### src/rtl/toy_bpu_fetch_responder.sv
// toy_bpu_fetch_responder: tags pcgen fetches into slots, issues them to imem,
// returns out-of-order rsps to the ROB as acks.
// Ports: clk, rst_n (async, active-low); fetch_req_* in; mem_req_* out;
// mem_rsp_* in; icache_ack_* out; busy out.
// Option: TOY_FETCH_RESP_BYPASS_EN adds a same-cycle rsp->ack path
// when the ack FIFO is empty.
module toy_bpu_fetch_responder #(
  parameter int FETCH_DATA_WIDTH = 128,
  parameter int ADDR_WIDTH       = 32,
  parameter int ENTRY_ID_WIDTH   = 4,
  parameter int OUTSTANDING      = 4,
  parameter int RSP_FIFO_DEPTH   = 4,
  localparam int TAG_WIDTH       = $clog2(OUTSTANDING)
) (
  input  logic                        clk,
  input  logic                        rst_n,
  input  logic                        fetch_req_vld,
  output logic                        fetch_req_rdy,
  input  logic [ADDR_WIDTH-1:0]       fetch_req_pc,
  input  logic [ENTRY_ID_WIDTH-1:0]   fetch_req_entry_id,
  output logic                        mem_req_vld,
  input  logic                        mem_req_rdy,
  output logic [ADDR_WIDTH-1:0]       mem_req_addr,
  output logic [TAG_WIDTH-1:0]        mem_req_tag,
  input  logic                        mem_rsp_vld,
  input  logic [TAG_WIDTH-1:0]        mem_rsp_tag,
  input  logic [FETCH_DATA_WIDTH-1:0] mem_rsp_data,
  output logic                        icache_ack_vld,
  input  logic                        icache_ack_rdy,
  output logic [FETCH_DATA_WIDTH-1:0] icache_ack_pld,
  output logic [ENTRY_ID_WIDTH-1:0]   icache_ack_entry_id,
  output logic                        busy
);

  localparam int PW = $clog2(RSP_FIFO_DEPTH);
  localparam int CW = $clog2(OUTSTANDING + RSP_FIFO_DEPTH + 1);

  logic [OUTSTANDING-1:0]      slot_vld;
  logic [ENTRY_ID_WIDTH-1:0]   slot_id [OUTSTANDING];

  logic [FETCH_DATA_WIDTH-1:0] fifo_pld [RSP_FIFO_DEPTH];
  logic [ENTRY_ID_WIDTH-1:0]   fifo_id  [RSP_FIFO_DEPTH];
  logic [PW:0]                 wr_ptr;
  logic [PW:0]                 rd_ptr;
  logic [PW:0]                 fifo_cnt;
  logic                        fifo_empty;
  logic                        fifo_full;

  logic                        free_any;
  logic [TAG_WIDTH-1:0]        alloc_tag;
  logic [CW-1:0]               credit_used;
  logic                        accept;
  logic                        rsp_hit;
  logic                        bypass;
  logic                        push;
  logic                        pop;

  // Extra wrap bit: equal pointers mean empty, differing only in
  // the wrap bit means full.
  assign fifo_empty = (wr_ptr == rd_ptr);
  assign fifo_full  = (wr_ptr[PW] != rd_ptr[PW]) &&
                      (wr_ptr[PW-1:0] == rd_ptr[PW-1:0]);
  assign fifo_cnt   = wr_ptr - rd_ptr;

  always_comb begin
    free_any  = 1'b0;
    alloc_tag = '0;
    for (int i = OUTSTANDING - 1; i >= 0; i--) begin
      if (!slot_vld[i]) begin
        free_any  = 1'b1;
        alloc_tag = TAG_WIDTH'(i);
      end
    end
  end

  // Every live slot owns a future FIFO entry, so bounding slots plus
  // queued acks by the depth keeps mem_rsp from ever overflowing.
  always_comb begin
    credit_used = CW'(fifo_cnt);
    for (int i = 0; i < OUTSTANDING; i++) begin
      credit_used = credit_used + CW'(slot_vld[i]);
    end
  end

  assign fetch_req_rdy = free_any &&
                         (credit_used < CW'(RSP_FIFO_DEPTH)) &&
                         (!mem_req_vld || mem_req_rdy);
  assign accept  = fetch_req_vld && fetch_req_rdy;
  assign rsp_hit = mem_rsp_vld && slot_vld[mem_rsp_tag];

`ifdef TOY_FETCH_RESP_BYPASS_EN
  assign bypass = rsp_hit && fifo_empty && icache_ack_rdy;
`else
  assign bypass = 1'b0;
`endif

  assign push = rsp_hit && !bypass;
  assign pop  = !fifo_empty && icache_ack_rdy;
  assign busy = (|slot_vld) || mem_req_vld || !fifo_empty;

  always_comb begin
    icache_ack_vld      = 1'b0;
    icache_ack_pld      = '0;
    icache_ack_entry_id = '0;
    unique case (1'b1)
      !fifo_empty: begin
        icache_ack_vld      = 1'b1;
        icache_ack_pld      = fifo_pld[rd_ptr[PW-1:0]];
        icache_ack_entry_id = fifo_id[rd_ptr[PW-1:0]];
      end
      bypass: begin
        icache_ack_vld      = 1'b1;
        icache_ack_pld      = mem_rsp_data;
        icache_ack_entry_id = slot_id[mem_rsp_tag];
      end
      default: ;
    endcase
  end

  // Accept and response never touch the same slot in one cycle:
  // allocation takes an idle slot, a hit needs a live one.
  always_ff @(posedge clk or negedge rst_n) begin
    if (!rst_n) begin
      slot_vld <= '0;
      for (int i = 0; i < OUTSTANDING; i++) begin
        slot_id[i] <= '0;
      end
    end else begin
      if (rsp_hit) begin
        slot_vld[mem_rsp_tag] <= 1'b0;
      end
      if (accept) begin
        slot_vld[alloc_tag] <= 1'b1;
        slot_id[alloc_tag]  <= fetch_req_entry_id;
      end
    end
  end

  always_ff @(posedge clk or negedge rst_n) begin
    if (!rst_n) begin
      mem_req_vld  <= 1'b0;
      mem_req_addr <= '0;
      mem_req_tag  <= '0;
    end else if (accept) begin
      mem_req_vld  <= 1'b1;
      mem_req_addr <= fetch_req_pc;
      mem_req_tag  <= alloc_tag;
    end else if (mem_req_rdy) begin
      mem_req_vld  <= 1'b0;
    end
  end

  always_ff @(posedge clk or negedge rst_n) begin
    if (!rst_n) begin
      wr_ptr <= '0;
      rd_ptr <= '0;
    end else begin
      if (push) begin
        wr_ptr <= wr_ptr + 1'b1;
      end
      if (pop) begin
        rd_ptr <= rd_ptr + 1'b1;
      end
    end
  end

  // Ack storage is never read while empty, so it needs no reset.
  always_ff @(posedge clk) begin
    if (push) begin
      fifo_pld[wr_ptr[PW-1:0]] <= mem_rsp_data;
      fifo_id[wr_ptr[PW-1:0]]  <= slot_id[mem_rsp_tag];
    end
  end

`ifndef SYNTHESIS
  always_ff @(posedge clk) begin
    if (rst_n && mem_rsp_vld) begin
      assert (slot_vld[mem_rsp_tag])
        else $warning("mem_rsp tag %0d on idle slot dropped", mem_rsp_tag);
    end
    if (rst_n && push) begin
      assert (!fifo_full)
        else $warning("ack fifo push while full");
    end
  end
`endif

endmodule

### config.mk
export PLATFORM = sky130hd
export DESIGN_NAME = toy_bpu_fetch_responder
export DESIGN_NICKNAME = d
export VERILOG_FILES = /design/src/rtl/toy_bpu_fetch_responder.sv
export SDC_FILE = /design/constraint.sdc
export NUM_CORES = 1
export LEC_CHECK = 0
export CORE_UTILIZATION = 48
export DETAILED_ROUTE_END_ITERATION = 7
export DONT_BUFFER_PORTS = 1
export PLACE_DENSITY = 0.65
export SLEW_MARGIN = 20
export SYNTH_ARGS = -nofsm -noshare
export SYNTH_HDL_FRONTEND = slang
export SYNTH_SLANG_ARGS = --single-unit
export TNS_END_PERCENT = 20
### constraint.sdc
create_clock -name clk -period 5.05 [get_ports clk]
set_input_delay 0.505 -clock clk [delete_from_list [all_inputs] [get_ports clk]]
set_output_delay 0.505 -clock clk [all_outputs]
set_load 0.01 [all_outputs]
After elaboration in Yosys (flattened, before gate mapping)
Memories as Yosys holds them, arrays and structs flattened.
Index checks and enable logic that the tools add are counted.

operators by class
  $add $sub $neg = 7
  magnitude comparators = 8
  equal/unequal tests = 1
  multiplexer cells = 29
  bitwise gates (word level) = 5
  reductions and logical operators = 15

operator list
  cell                                                        number
  2-to-1 mux 128 bit                                          1
  2-to-1 mux 4 bit                                            6
  bitwise mux 16 bit                                          1
  adder 4 x 1 -> 4 bit                                        3
  2-to-1 mux 1 bit                                            12
  binary-select mux 4 bit (select 2 bit)                      1
  demux 4 bit (select 2 bit)                                  1
  logical AND 1 bit                                           8
  2-to-1 mux 2 bit                                            4
  adder 3 x 1 -> 3 bit, second input constant                 2
  >= comparator 3 bit, second input constant                  2
  less-than comparator 2 x 3 -> 1 bit, second input constant  2
  NOT 2 -> 3 bit                                              2
  adder 3 x 1 -> 4 bit                                        1
  AND 4 bit                                                   1
  demux 1 bit (select 2 bit)                                  2
  >= comparator 2 x 1 -> 1 bit, second input constant         2
  less-than comparator 4 x 3 -> 1 bit, second input constant  1
  NOT 4 bit                                                   1
  bitwise OR 4 bit                                            1
  OR reduction 4 bit                                          1
  equality test 3 bit                                         1
  logical OR 1 bit                                            3
  less-than comparator 3 x 1 -> 1 bit, second input constant  1
  4 further kinds                                             5

word-level totals
  bits in registers = 61
  bits in writable memories = 528
  bits of input ports = 172
  output and inout bits = 170
  logic and storage cells = 77
  memories = 2

memory list
  name      words  bits a word  read ports  clocked after memory_dff  write ports  RTL line  source
  fifo_pld  4      128          1           0                         1            41        logic [FETCH_DATA_WIDTH-1:0] fifo_pld [RSP_FIFO_DEPTH];
  fifo_id   4      4            1           0                         1            42        logic [ENTRY_ID_WIDTH-1:0] fifo_id [RSP_FIFO_DEPTH];

Logic depth before layout (Yosys ltp)
  depth after elaboration = 10
  mapped depth = 10
  mapped depth without buffers = 8

Least setup slack after synthesis
Ideal clock, no wire load.

  path kind = input -> register
  start = in mem_rsp_tag[0]
  end = mem fifo_id[3][0], enable pin
  library setup time = 510 ps
  arrival time = 4,168 ps
  required time = 4,540 ps
  path slack = 372 ps
  cell stages on the path = 3
  path buffers = 1
  cell sequence = buf_2 mux4_2 and3_1

on the way
  longest elaborated chain between the ends = 5

ends and longest elaborated chain
  element                                 RTL line  source
  start: declaration                      26        input logic [TAG_WIDTH-1:0] mem_rsp_tag,
  binary-select mux 1 bit (select 2 bit)  89        assign rsp_hit = mem_rsp_vld && slot_vld[mem_rsp_tag];
  2-to-1 mux 1 bit (not written as such)  89
  logical AND 1 bit                       89
  2-to-1 mux 1 bit                        169       if (push) begin
  2-to-1 mux 1 bit (not written as such)  171       fifo_id[wr_ptr[PW-1:0]] <= slot_id[mem_rsp_tag];
  end: declaration                        42

No other way between the ends. The select of a mux whose other input is x is not followed.

Worst setup path in the final report
  start = reg rd_ptr[0]
  end = out icache_ack_pld[91]

on the way
  longest elaborated chain between the ends = 2
  elaborated cells on any way between the ends = 3
  classes of those cells = eq/ne (1); mux (1); memory (1)

ends and longest elaborated chain
  element                                                           RTL line  source
  start: declaration                                                44        logic [PW:0] rd_ptr;
  start signal: assignment                                          162       rd_ptr <= rd_ptr + 1'b1;
  memory read (4 x 128 bit) or equality test 3 bit (tied branches)  -
  2-to-1 mux 128 bit *                                              105       unique case (1'b1)
  end: declaration                                                  30        output logic [FETCH_DATA_WIDTH-1:0] icache_ack_pld,

Every way passes the cells marked *; elsewhere a longest branch is shown, timed or not.

==> flow_summary_export.csv <==
group,metric,value,unit
outcome,status,"finished, final reports clean",
power_and_ir_drop,ir_drop,0.000453,V
placed_design,dp_slack,1.44,ns
clock_network,cts_buffers,57,
worst_setup_path,crit_top_cell,"buf_4",
worst_hold_path,hp-class,"in2reg",
worst_setup_path,r2r_start,"rd_ptr[1]$_DFFE_PN0P_",
logic_synthesis,syn-num-nets,1209,
detailed_routing,first_pass_iters,5,
timing,fin_crit_sh,0.800,
worst_setup_path,endpoint_kind,"primary output",
global_route,grt_pass1_wl,65500,µm
detailed_routing,wirelength,44000,µm
final_layout,fin_nets,1363,
placed_design,placed_area,23400,µm²
floorplan,row_count,79,
clock_network,numClockSinks,589,
final_layout,final_cell_mix,"528 x edfxtp_1, 137 x mux4_2, 133 x and2_1",
logic_synthesis,seq_area_frac_synth,0.766,
placed_design,hpwlAfterDp,25400,µm
timing,fin_skew,0.0237,ns
worst_setup_path,crit_arrival,3.54,ns
worst_setup_path,worstPathMaxFanout,45,
floorplan,die-area,48200,µm²
clock_network,root_buffer,"clkbuf_16",
floorplan,dieWidth,219,µm
power_and_ir_drop,power.density,587,nW/µm²
floorplan,die_h,219,µm
logic_synthesis,postSynthCellCount,1025,
timing,worst_slew_pin_slew,1.07,ns
timing,min_period,4.04,ns
global_route,antenna_found_initial,5,
placed_design,gp_congestion,0.734,
timing,finalSetupViolations,0,
worst_setup_path,slowest_stage,"buf_4",
floorplan,io_pins,342,
placed_design,portBuffers,0,
power_and_ir_drop,leakage,8.94,nW
detailed_routing,via_count,10208,
logic_synthesis,yosysTopAreaCell,"edfxtp_1",
global_route,grt_overflow,0,
detailed_routing,final_antenna_net_count,0,
floorplan,initial_core_util,0.488,
timing,rsz0062_at_grt,"no",
global_route,grt_pass1_vias,10901,
detailed_routing,wl_per_cell,23.9,µm
logic_synthesis,netlist_area,22700,µm²
detailed_routing,drtIter0Drc,716,
detailed_routing,drc,0,
final_layout,fin_area,26700,µm²
final_layout,fill_cells,3391,
timing,setup_ws,1.01,ns
worst_setup_path,cp.required,4.55,ns
final_layout,drive_gt1_frac,0.250,
logic_synthesis,synth_warnings,0,
logic_synthesis,synth_cell_type_count,32,
logic_synthesis,synth_top_area_share,0.698,
clock_network,cts_resized,0,
timing,slew_headroom,0.290,
logic_synthesis,syn_area_per_cell,22.1,µm²
power_and_ir_drop,p_total,0.0157,W
clock_network,clk_pin_slew,0.06,ns
final_layout,finish.utilization,0.574,
logic_synthesis,yosys-top-cells-area,"edfxtp_1 70%, mux4_2 14%, dfrtp_1 6.7%",
worst_setup_path,critPathLaunchType,"flip-flop",
global_route,grt_max_degree,76,
clock_network,clock_latency,0.61,ns
worst_setup_path,critPathKind,"reg2out",
final_layout,syn2layout_area_growth,17.7,%
timing,slew_violations,0,
worst_setup_path,max_stage_delay,0.80,ns
clock_network,max-clock-path-buffers,3,
clock_network,cts_tree,"built",
worst_setup_path,path_cells,"buf_4 > buf_4 > mux4_2 > and2_1",
run,cap_violations,0,
timing,fmax,0.248,GHz
floorplan,core_area,46600,µm²
global_route,grt.total_usage,0.183,
timing,tns,0,ns
logic_synthesis,ys_seq_elements,589,
worst_setup_path,crit_start,"rd_ptr[0]$_DFFE_PN0P_",
clock_network,cts.htree.levels,2,
detailed_routing,vias_per_cell,5.55,
worst_hold_path,hp-start,"fetch_req_pc[18]",
timing,hold_viol,0,
final_layout,layout_commonest_cell,"edfxtp_1",
[registers in the layout, summed over array words and instances (netlist names)]
register      count
rd_ptr            3
slot_id          16
fifo_pld        512
fifo_id          16
mem_req_vld       1
mem_req_tag       2
wr_ptr            3
slot_vld          4
mem_req_addr     32
[worst paths after layout]
path,cells past startpoint,end,slack [ns]
max,4,icache_ack_pld[91],1.01
min,1,mem_req_addr[18]$_DFFE_PN0P_,0.04
max reg2reg,6,mem_req_addr[4]$_DFFE_PN0P_,1.60
min reg2reg,1,slot_id[4]$_DFFE_PN0P_,0.50
max in group asynchronous,2,rd_ptr[0]$_DFFE_PN0P_,4.32
min in group asynchronous,2,mem_req_addr[17]$_DFFE_PN0P_,0.46
[metrics by stage]
stage	hold WS (ns)	std cells
after floorplan	0.209	1025
after global placement	0.211	1597
after detailed placement	0.211	1597
after CTS	0.00338	1834
after global routing	0.0211	1838
final	0.0419	1839
[critical path: cells and delay by family (launching register included)]
family	cells	cell delay [ns]
muxes	1	0.63
DFF	1	0.67
and+or+nand+nor	1	0.21
buffers and inverters	2	1.37
[layout make-up]
cell class	instances	area [µm²]	area share
clock buffer	70	1570	0.0587
multi-input combinational	378	5090	0.190
inverter	9	33.8	0.00126
timing repair buffer	144	1490	0.0556
tap	607	759	0.0284
clock inverter	37	387	0.0145
antenna	5	12.5	0.000468
sequential	589	17400	0.651
[kinds of logic after synthesis]
family,count (synthesis),synth area share
flip-flops,589,0.766
multiplexers,188,0.166
AND/OR/NAND/NOR,166,0.0451
buffers and inverters,58,0.0115
adder cells (fa/ha/maj),12,0.00728
AO/OA/AOI/OAI,6,0.00193
XOR/XNOR,6,0.00292
[synth_stat cells]
cell and instances:
edfxtp_1 528, mux4_2 137, and2_1 133, dfrtp_1 61, clkbuf_1 28, mux2_4 27, mux2_2 22, buf_2 17
ha_1 10, inv_1 9, nand2_1 9, and3_1 5, nand3_1 4, o21ai_0 4, xnor2_1 4, buf_6 3
nand4_1 3, fa_1 2, mux2i_1 2, nand2b_1 2, nor2_1 2, nor2b_1 2, nor3b_1 2, a21o_1 1
a21oi_4 1, buf_1 1, nand3_4 1, nand3b_1 1, nand4b_1 1, or4_1 1, xnor3_1 1, xor2_1 1
[what timing repair did]
action | CTS | global route
setup buffers | 0 | 0
endpoints found under the hold margin | 573 | 0
hold buffers | 130 | 0
[report_power, final]
group | total, W | internal [W] | switching, W
clock | 0.00434 | 0.00257 | 0.00177
combinational | 0.00494 | 0.00224 | 0.00270
sequential | 0.00641 | 0.00599 | 0.000423
total | 0.0157 | 0.0108 | 0.00490
[layer usage]
metal | share of wire | global-route usage
met1 | 0.41 | 0.245
met2 | 0.50 | 0.299
met5 | 0 | 0
met3 | 0.077 | 0.0469
met4 | 0.016 | 0.0516
(Power assumes the default switching activity.)
